## src/rtl/data_mem_hs.sv

```systemverilog
// data_mem_hs: byte-addressed, word-organised data RAM for the MEM stage with a
// req/ready/done handshake, configurable access latency and RV32 width handling.
module data_mem_hs #(
   parameter int  DEPTH   = 64,
   parameter int  LATENCY = 1,
   localparam int AW      = $clog2(DEPTH * 4)
) (
   input  logic          clk,
   input  logic          rst_n,
   input  logic          req,
   input  logic          we,
   input  logic [AW-1:0] addr,
   input  logic [2:0]    mem_len,
   input  logic [31:0]   wdata,
   output logic          ready,
   output logic          done,
   output logic [31:0]   rdata,
   output logic          err
);
   localparam int WW     = AW - 2;
   localparam int CW     = $clog2(LATENCY) + 1;
   localparam bit SINGLE = (LATENCY == 1);

   typedef enum logic {IDLE, WAIT} state_t;

   state_t        state_q, state_d;
   logic [CW-1:0] cnt_q, cnt_d;
   logic [31:0]   mem [DEPTH];

   logic [31:0]   pend_rdata_q;
   logic          pend_err_q, pend_ld_q;
   logic          done_q, done_d;
   logic          err_q, err_d;
   logic [31:0]   rdata_q, rdata_d;

   logic          accept, fin;
   logic          bad_len, misalign, fault;
   logic [WW-1:0] widx;
   logic [31:0]   word, ld_val, ld_res, wword;
   logic [7:0]    ld_byte;
   logic [15:0]   ld_half;
   logic [3:0]    be;
   logic [31:0]   fin_rdata;
   logic          fin_err, fin_ld;

   assign ready  = (state_q == IDLE);
   assign accept = req && ready;
   assign widx   = addr[AW-1:2];
   assign word   = mem[widx];

   assign ld_byte = word[8*addr[1:0] +: 8];
   assign ld_half = word[16*addr[1] +: 16];

   // Width legality and alignment; either one faults the access.
   always_comb begin
      if (we) bad_len = mem_len[2] || (mem_len[1:0] == 2'b11);
      else    bad_len = (mem_len[1:0] == 2'b11) || (mem_len == 3'b110);
      case (mem_len[1:0])
         2'b01:   misalign = addr[0];
         2'b10:   misalign = |addr[1:0];
         default: misalign = 1'b0;
      endcase
      fault = bad_len || misalign;
   end

   always_comb begin
      case (mem_len)
         3'b000:  ld_val = {{24{ld_byte[7]}}, ld_byte};
         3'b001:  ld_val = {{16{ld_half[15]}}, ld_half};
         3'b100:  ld_val = {24'd0, ld_byte};
         3'b101:  ld_val = {16'd0, ld_half};
         default: ld_val = word;
      endcase
      ld_res = fault ? 32'd0 : ld_val;
   end

   // Narrow stores replicate their data so each lane picks it up in place.
   always_comb begin
      case (mem_len[1:0])
         2'b00: begin
            be    = 4'b0001 << addr[1:0];
            wword = {4{wdata[7:0]}};
         end
         2'b01: begin
            be    = addr[1] ? 4'b1100 : 4'b0011;
            wword = {2{wdata[15:0]}};
         end
         default: begin
            be    = 4'b1111;
            wword = wdata;
         end
      endcase
   end

   always_ff @(posedge clk) begin
      if (rst_n && accept && we && !fault)
         for (int i = 0; i < 4; i++)
            if (be[i]) mem[widx][8*i +: 8] <= wword[8*i +: 8];
   end

   // With a single cycle of latency the result is registered straight from
   // the accept edge; otherwise it comes from the values latched at accept.
   assign fin       = SINGLE ? accept : (state_q == WAIT && cnt_q == CW'(1));
   assign fin_rdata = SINGLE ? ld_res : pend_rdata_q;
   assign fin_err   = SINGLE ? fault  : pend_err_q;
   assign fin_ld    = SINGLE ? !we    : pend_ld_q;

   always_comb begin
      state_d = state_q;
      cnt_d   = cnt_q;
      case (state_q)
         IDLE: begin
            if (accept && !SINGLE) begin
               state_d = WAIT;
               cnt_d   = CW'(LATENCY - 1);
            end
         end
         WAIT: begin
            cnt_d = cnt_q - 1'b1;
            if (cnt_q == CW'(1)) state_d = IDLE;
         end
         default: state_d = IDLE;
      endcase
   end

   always_comb begin
      done_d  = fin;
      err_d   = fin && fin_err;
      rdata_d = (fin && fin_ld) ? fin_rdata : rdata_q;
   end

   always_ff @(posedge clk or negedge rst_n) begin
      if (!rst_n) begin
         state_q      <= IDLE;
         cnt_q        <= '0;
         pend_rdata_q <= '0;
         pend_err_q   <= 1'b0;
         pend_ld_q    <= 1'b0;
         done_q       <= 1'b0;
         err_q        <= 1'b0;
         rdata_q      <= '0;
      end else begin
         state_q <= state_d;
         cnt_q   <= cnt_d;
         if (accept) begin
            pend_rdata_q <= ld_res;
            pend_err_q   <= fault;
            pend_ld_q    <= !we;
         end
         done_q  <= done_d;
         err_q   <= err_d;
         rdata_q <= rdata_d;
      end
   end

   assign done  = done_q;
   assign err   = err_q;
   assign rdata = rdata_q;
endmodule

```

## config.mk

```make
export PLATFORM = sky130hd
export DESIGN_NAME = data_mem_hs
export DESIGN_NICKNAME = d
export VERILOG_FILES = /design/src/rtl/data_mem_hs.sv
export SDC_FILE = /design/constraint.sdc
export NUM_CORES = 2
export LEC_CHECK = 0
export BUFFER_PORTS_ARGS = -buffer_cell sky130_fd_sc_hd__buf_4
export CORE_MARGIN = 2
export CORE_UTILIZATION = 30
export DETAILED_ROUTE_END_ITERATION = 16
export GPL_TIMING_DRIVEN = 0
export PLACE_DENSITY = 0.49
export SLEW_MARGIN = 20
export SYNTH_ARGS = -nofsm -noshare
export SYNTH_HDL_FRONTEND = slang
export SYNTH_SLANG_ARGS = --single-unit
```

## constraint.sdc

```tcl
create_clock -name clk -period 6.2 [get_ports clk]
set_clock_uncertainty 0.15 [all_clocks]
set_input_delay 1.24 -clock clk [delete_from_list [all_inputs] [get_ports clk]]
set_output_delay 1.24 -clock clk [all_outputs]
set_load 0.005 [all_outputs]
```

Word-level counts from Yosys, hierarchy flattened
Memories as Yosys holds them, arrays and structs flattened.
Cells that the tools add are included.
{ "word_totals": {"mem_bits_rw": 2048, "input_bits": 47, "elab_cells": 53, "out_inout_bits": 35, "ff_bits": 36, "mem_count": 1} }
{ "memory_table": {"columns": ["name", "words", "width", "rd", "rd_clocked_by_memory_dff", "wr", "line", "rtl"], "rows": [
  ["mem", 64, 32, 1, 0, 1, "28", "logic [31:0] mem [DEPTH];"]
]} }
{ "op_classes": {"reduce_logical": 14, "n_addsub": 1, "shift": 3, "n_mux": 21, "n_bitwise": 1, "eq_ne": 7} }
{ "ops": {"columns": ["operator", "count"], "rows": [
  ["$pmux 32 s4", 1],
  ["$pmux 32 s2", 1],
  ["$mux 32", 1],
  ["$shiftx 32x6->16", 1],
  ["$shiftx 32x6->8", 1],
  ["$mux 1", 15],
  ["$eq 3x3->1 const B", 3],
  ["$pmux 4 s2", 1],
  ["$logic_and 1x1->1", 6],
  ["$eq 2x2->1 const B", 2],
  ["$mux 4", 1],
  ["$shl 1x2->4 const A", 1],
  ["$eq 3x1->1 const B", 1],
  ["$logic_not 3->1", 1],
  ["$logic_or 1x1->1", 3],
  ["$eq 2x1->1 const B", 1],
  ["$logic_not 1->1", 2],
  ["$logic_not 2->1", 1],
  ["$pmux 1 s2", 1],
  ["$reduce_or 2->1", 1],
  ["$not 1->1", 1],
  ["$sub 1x1->1 const B", 1]
]} }

Logic depth before layout (Yosys ltp)
{ "depth": {"ltp_word": 8, "depth_mapped": 15, "ltp_nobuf": 10} }

Least setup slack after synthesis
OpenSTA, ideal clock, no wires.
{ "synth_path": {"kind": "input port to flip-flop", "start": "in addr[3]", "end": "mem mem[57][0] (enable)", "setup_ns": 0.370, "setup_slack_ns": 2.199, "cell_stages": 11, "arrival_ns": 3.481, "path_buffers": 8, "required_time_ns": 5.680, "cell_sequence": "buf_6 > buf_6 > buf_6 > nor3b_2 > buf_2 > buf_2 > buf_2 > buf_2 > buf_2 > nand2_1 > nor2_1"} }
{ "synth_rtl": {"columns": ["element", "line", "rtl"], "rows": [
  ["from (decl)", "12", "input logic [AW-1:0] addr,"],
  ["to (decl)", "28", null]
]} }
Straight into the memory's write port.

Worst setup path after layout
{ "layout_path": {"start": "in addr[4]", "end": "mem mem[53][22] (enable)"} }
Straight into the memory's write port.

==> impl_results.md <==
* Largest net degree at the start of global routing at between 60 and 70
* Syn_area_per_cell at roughly 17 um2
* DP Worst Slack at -2.44 ns
* Site Rows at about 190
* Via Count at between 50000 and 60000
* RR Startpoint: state_q
* XOR/XNOR Fraction of Synth Area at 0.0109%
* Final hold vios at 0
* Warnings from Yosys at 0
* Count of clock tree sinks at 2084
* Crit path DAT at 7.06 ns
* Initial DRC count at approximately 11000
* Layout cells sized above 1 at between 20% and 30%
* CTS clk-pin slew, worst paths at 0.06 ns
* Slew HR at 5.97%
* Worst R2R Path Depth at 6
* Buffers on Ports at 76
* Fraction of registers with async set/reset at under 10%
* Worst reg2reg setup slack at 1.80 ns
* Pwr dens at between 300 and 400 mW/mm2
* Flops & latches, synth at 2084
* Area contributors post-synth: edfxtp_1, a22oi_1, mux2i_1
* Area occupied by registers at 0.0624 mm2
* Area of the multi-input gates at 0.0179 mm2
* Tot GR Track Use at 32.2%
* Syn Inst Count at about 4700
* Simple-gate share of the synthesized area at 5.01%
* Leakage at ~0.03 uW
* Max-slew violations at 0
* Syn nets at 4705
* Outcome: finished, violations left
* Final RePlAce weighted congestion at 1.06
* Via-per-instance ratio at 6.39
* Failing checks: negative setup slack
* CTS tree: done
* Max_cap viols at 0
* Count of cell types in the netlist at 90
* Post-Syn Area at 0.0801 mm2
* Most numerous cell in the Yosys netlist: edfxtp_1
* CP Class: primary input to flop
* Final HPWL from detailed placement at 305 mm
* Largest family of logic cells by synthesized area: compound AO/OA/AOI/OAI gates
* Final wirelength at 448 mm
* Tcrit/Tclk final at 108%
* Worst setup margin at -0.485 ns
* Hold Buf Count CTS at 0
* Mux cell area share after synthesis at 3.52%
* Initial antenna violation count at ~80
* Non-Filler Instances at 8789
* Period minus WS final at 6.69 ns
* Worst endpoint required time at 6.57 ns
* RSZ-0062 raised after global routing: yes
* DIE HEIGHT at 521 um
* Clock root cell: clkbuf_16
* DRC at 0
* Final Setup Violations at 1419
* Register area share after synthesis at 77.9%
* Area after DPL at between 0.08 and 0.09 mm2
* Commonest cells post-synth: edfxtp_1, a22oi_1, nor2_1
* Die width at between 500 and 600 um
* First-pass GRT wire length at about 560 mm
* Final net count at 5092
* Fin area at ~0.096 mm2
* Io pins at roughly 80
* Post-route ant nets at 0
* Synth Area in Compound Gates at 11.3%
* Vias in the first global route at 50200
* Most area-hungry cell type in the Yosys netlist: edfxtp_1
* Adder-cell share of the synthesized area at less than 1%
* CP Launch Type: primary input
* Max H-tree Level at 4
* Wire per inst at approximately 51 um
* Worst vdd ir at roughly 0.23 mV
* CTS buffer count at 219
* GR Overflow Total at 0
* Fin Hold WS at 0.133 ns
* DIE AREA at 0.271 mm2
* DRT Pass-1 Iters at 7
* HP Class: primary input to asynchronous set/reset pin
* Placed cell count at 8346
* Fmax at 150 MHz
* CP max FO at 10
* R2r endpoint: mem[27][3]
* Initial Utilization at between 30% and 40%
* Post-synth EDFFs at 2048
* Yosys top cell area share at 76.7%
* Clk buf depth at 3
* Core box area at 0.265 mm2
* Critical Path Sink Type: flop
* Commonest register cell after synthesis: edfxtp_1
* Transition time of the tightest slew-check pin at 1.40 ns
* Skew-Pair Late Insertion Delay at 0.91 ns
* Syn-to-layout area delta at 19.6%
* Final-layout fill cell count at 25100
* Power after layout at 31100 uW
state kept, by name, summed over array words and instances (netlist names):
signal / count
state_q: 1
cnt_q: 1
rdata: 32
mem: 2048
err: 1
done: 1
cell type report:
class | count | share of cell area, %
multi-input combinational | 2206 | 18.7
antenna | 34 | 0.0888
tap | 3533 | 4.61
sequential | 2084 | 65.1
inverter | 24 | 0.0940
clock buffer | 284 | 6.03
clock inverter | 118 | 0.957
timing repair buffer | 172 | 2.41
buffer | 334 | 2.02
per-stage QoR:
stage	utilization (%)	setup TNS (ns)
after global routing	36.1	-0.193
after detailed placement	33.0	-3566.00
after global placement	32.1	-4867.44
after floorplan	-	0
after CTS	36.0	-0.424
final	36.1	-198.69
cells by family after synthesis:
| logic type | Yosys count |
|---|---|
| compound gates | 1189 |
| xor+xnor | 1 |
| fa+ha+maj | 4 |
| buf+inv | 364 |
| flops | 2084 |
| mux | 224 |
| simple gates | 788 |
layout by cell type (no fill, tap or decap), types with 16 or more instances in the layout:
master / netlist / final
nand3_1: 19 / 19
nand2_2: 0 / 37
a2111oi_0: 18 / 16
clkbuf_16: 0 / 219
buf_2: 154 / 131
nor4bb_1: 20 / 19
mux2i_1: 136 / 136
nor2_1: 310 / 56
mux2_2: 33 / 33
a222oi_1: 19 / 19
edfxtp_1: 2048 / 2048
inv_1: 23 / 23
buf_4: 23 / 147
nor2_2: 1 / 74
a221o_1: 24 / 24
a221oi_1: 116 / 116
buf_6: 23 / 39
and4_1: 24 / 24
clkinv_1: 0 / 61
clkbuf_1: 111 / 106
o21ai_0: 48 / 47
nand4_1: 34 / 34
clkinv_2: 0 / 27
mux4_2: 41 / 41
nor2_4: 0 / 181
clkbuf_2: 0 / 63
diode_2: 0 / 34
dfrtp_1: 36 / 36
nand4b_1: 24 / 24
a22oi_1: 414 / 414
buf_12: 0 / 26
o2bb2ai_1: 19 / 19
a22o_1: 149 / 141
o22ai_1: 40 / 40
nand2b_1: 17 / 16
a31oi_1: 127 / 126
buf_16: 0 / 28
a21oi_1: 87 / 83
nand2_1: 199 / 148
worst max-delay path by stage:
stage,start,to,slack [ns]
finish,addr[4],mem[53][22],-0.49
global route,addr[4],mem[15][8],-0.03
CTS,addr[2],rdata[4],-0.20
detailed placement,addr[3],mem[3][0],-2.44
global placement,addr[4],rdata[6],-3.28
floorplan,addr[3],mem[57][0],2.20
repair_timing:
action / CTS / global route
buffers inserted: 10 / 3
resized for setup: 347 / 18
pin swaps: 8 / 3
setup endpoints to repair: 2064 / 154
routing by layer:
metal | vias to the layer above | wire (um) | global-route usage, %
li1 | 20100 | - | -
met1 | 29700 | 162000 | 40.5
met2 | 5218 | 187000 | 45.8
met3 | 1215 | 61400 | 11.7
met4 | 22 | 36900 | 22.4
met5 | - | 322 | 0.193
report_power, final:
group | switching (uW) | internal, uW
logic | 2070 | 568
clock network | 5870 | 6960
registers | 21.8 | 15600
critical path, stage by stage:
cell and delay [ns]:
buf_2 0.40, and3b_1 0.23, buf_2 0.49, buf_2 0.75, buf_4 0.59, buf_4 0.66
buf_2 0.63, buf_2 0.46, nand2_1 0.66, nor2_2 0.79
No activity file was read; power rests on OpenSTA's default activity.
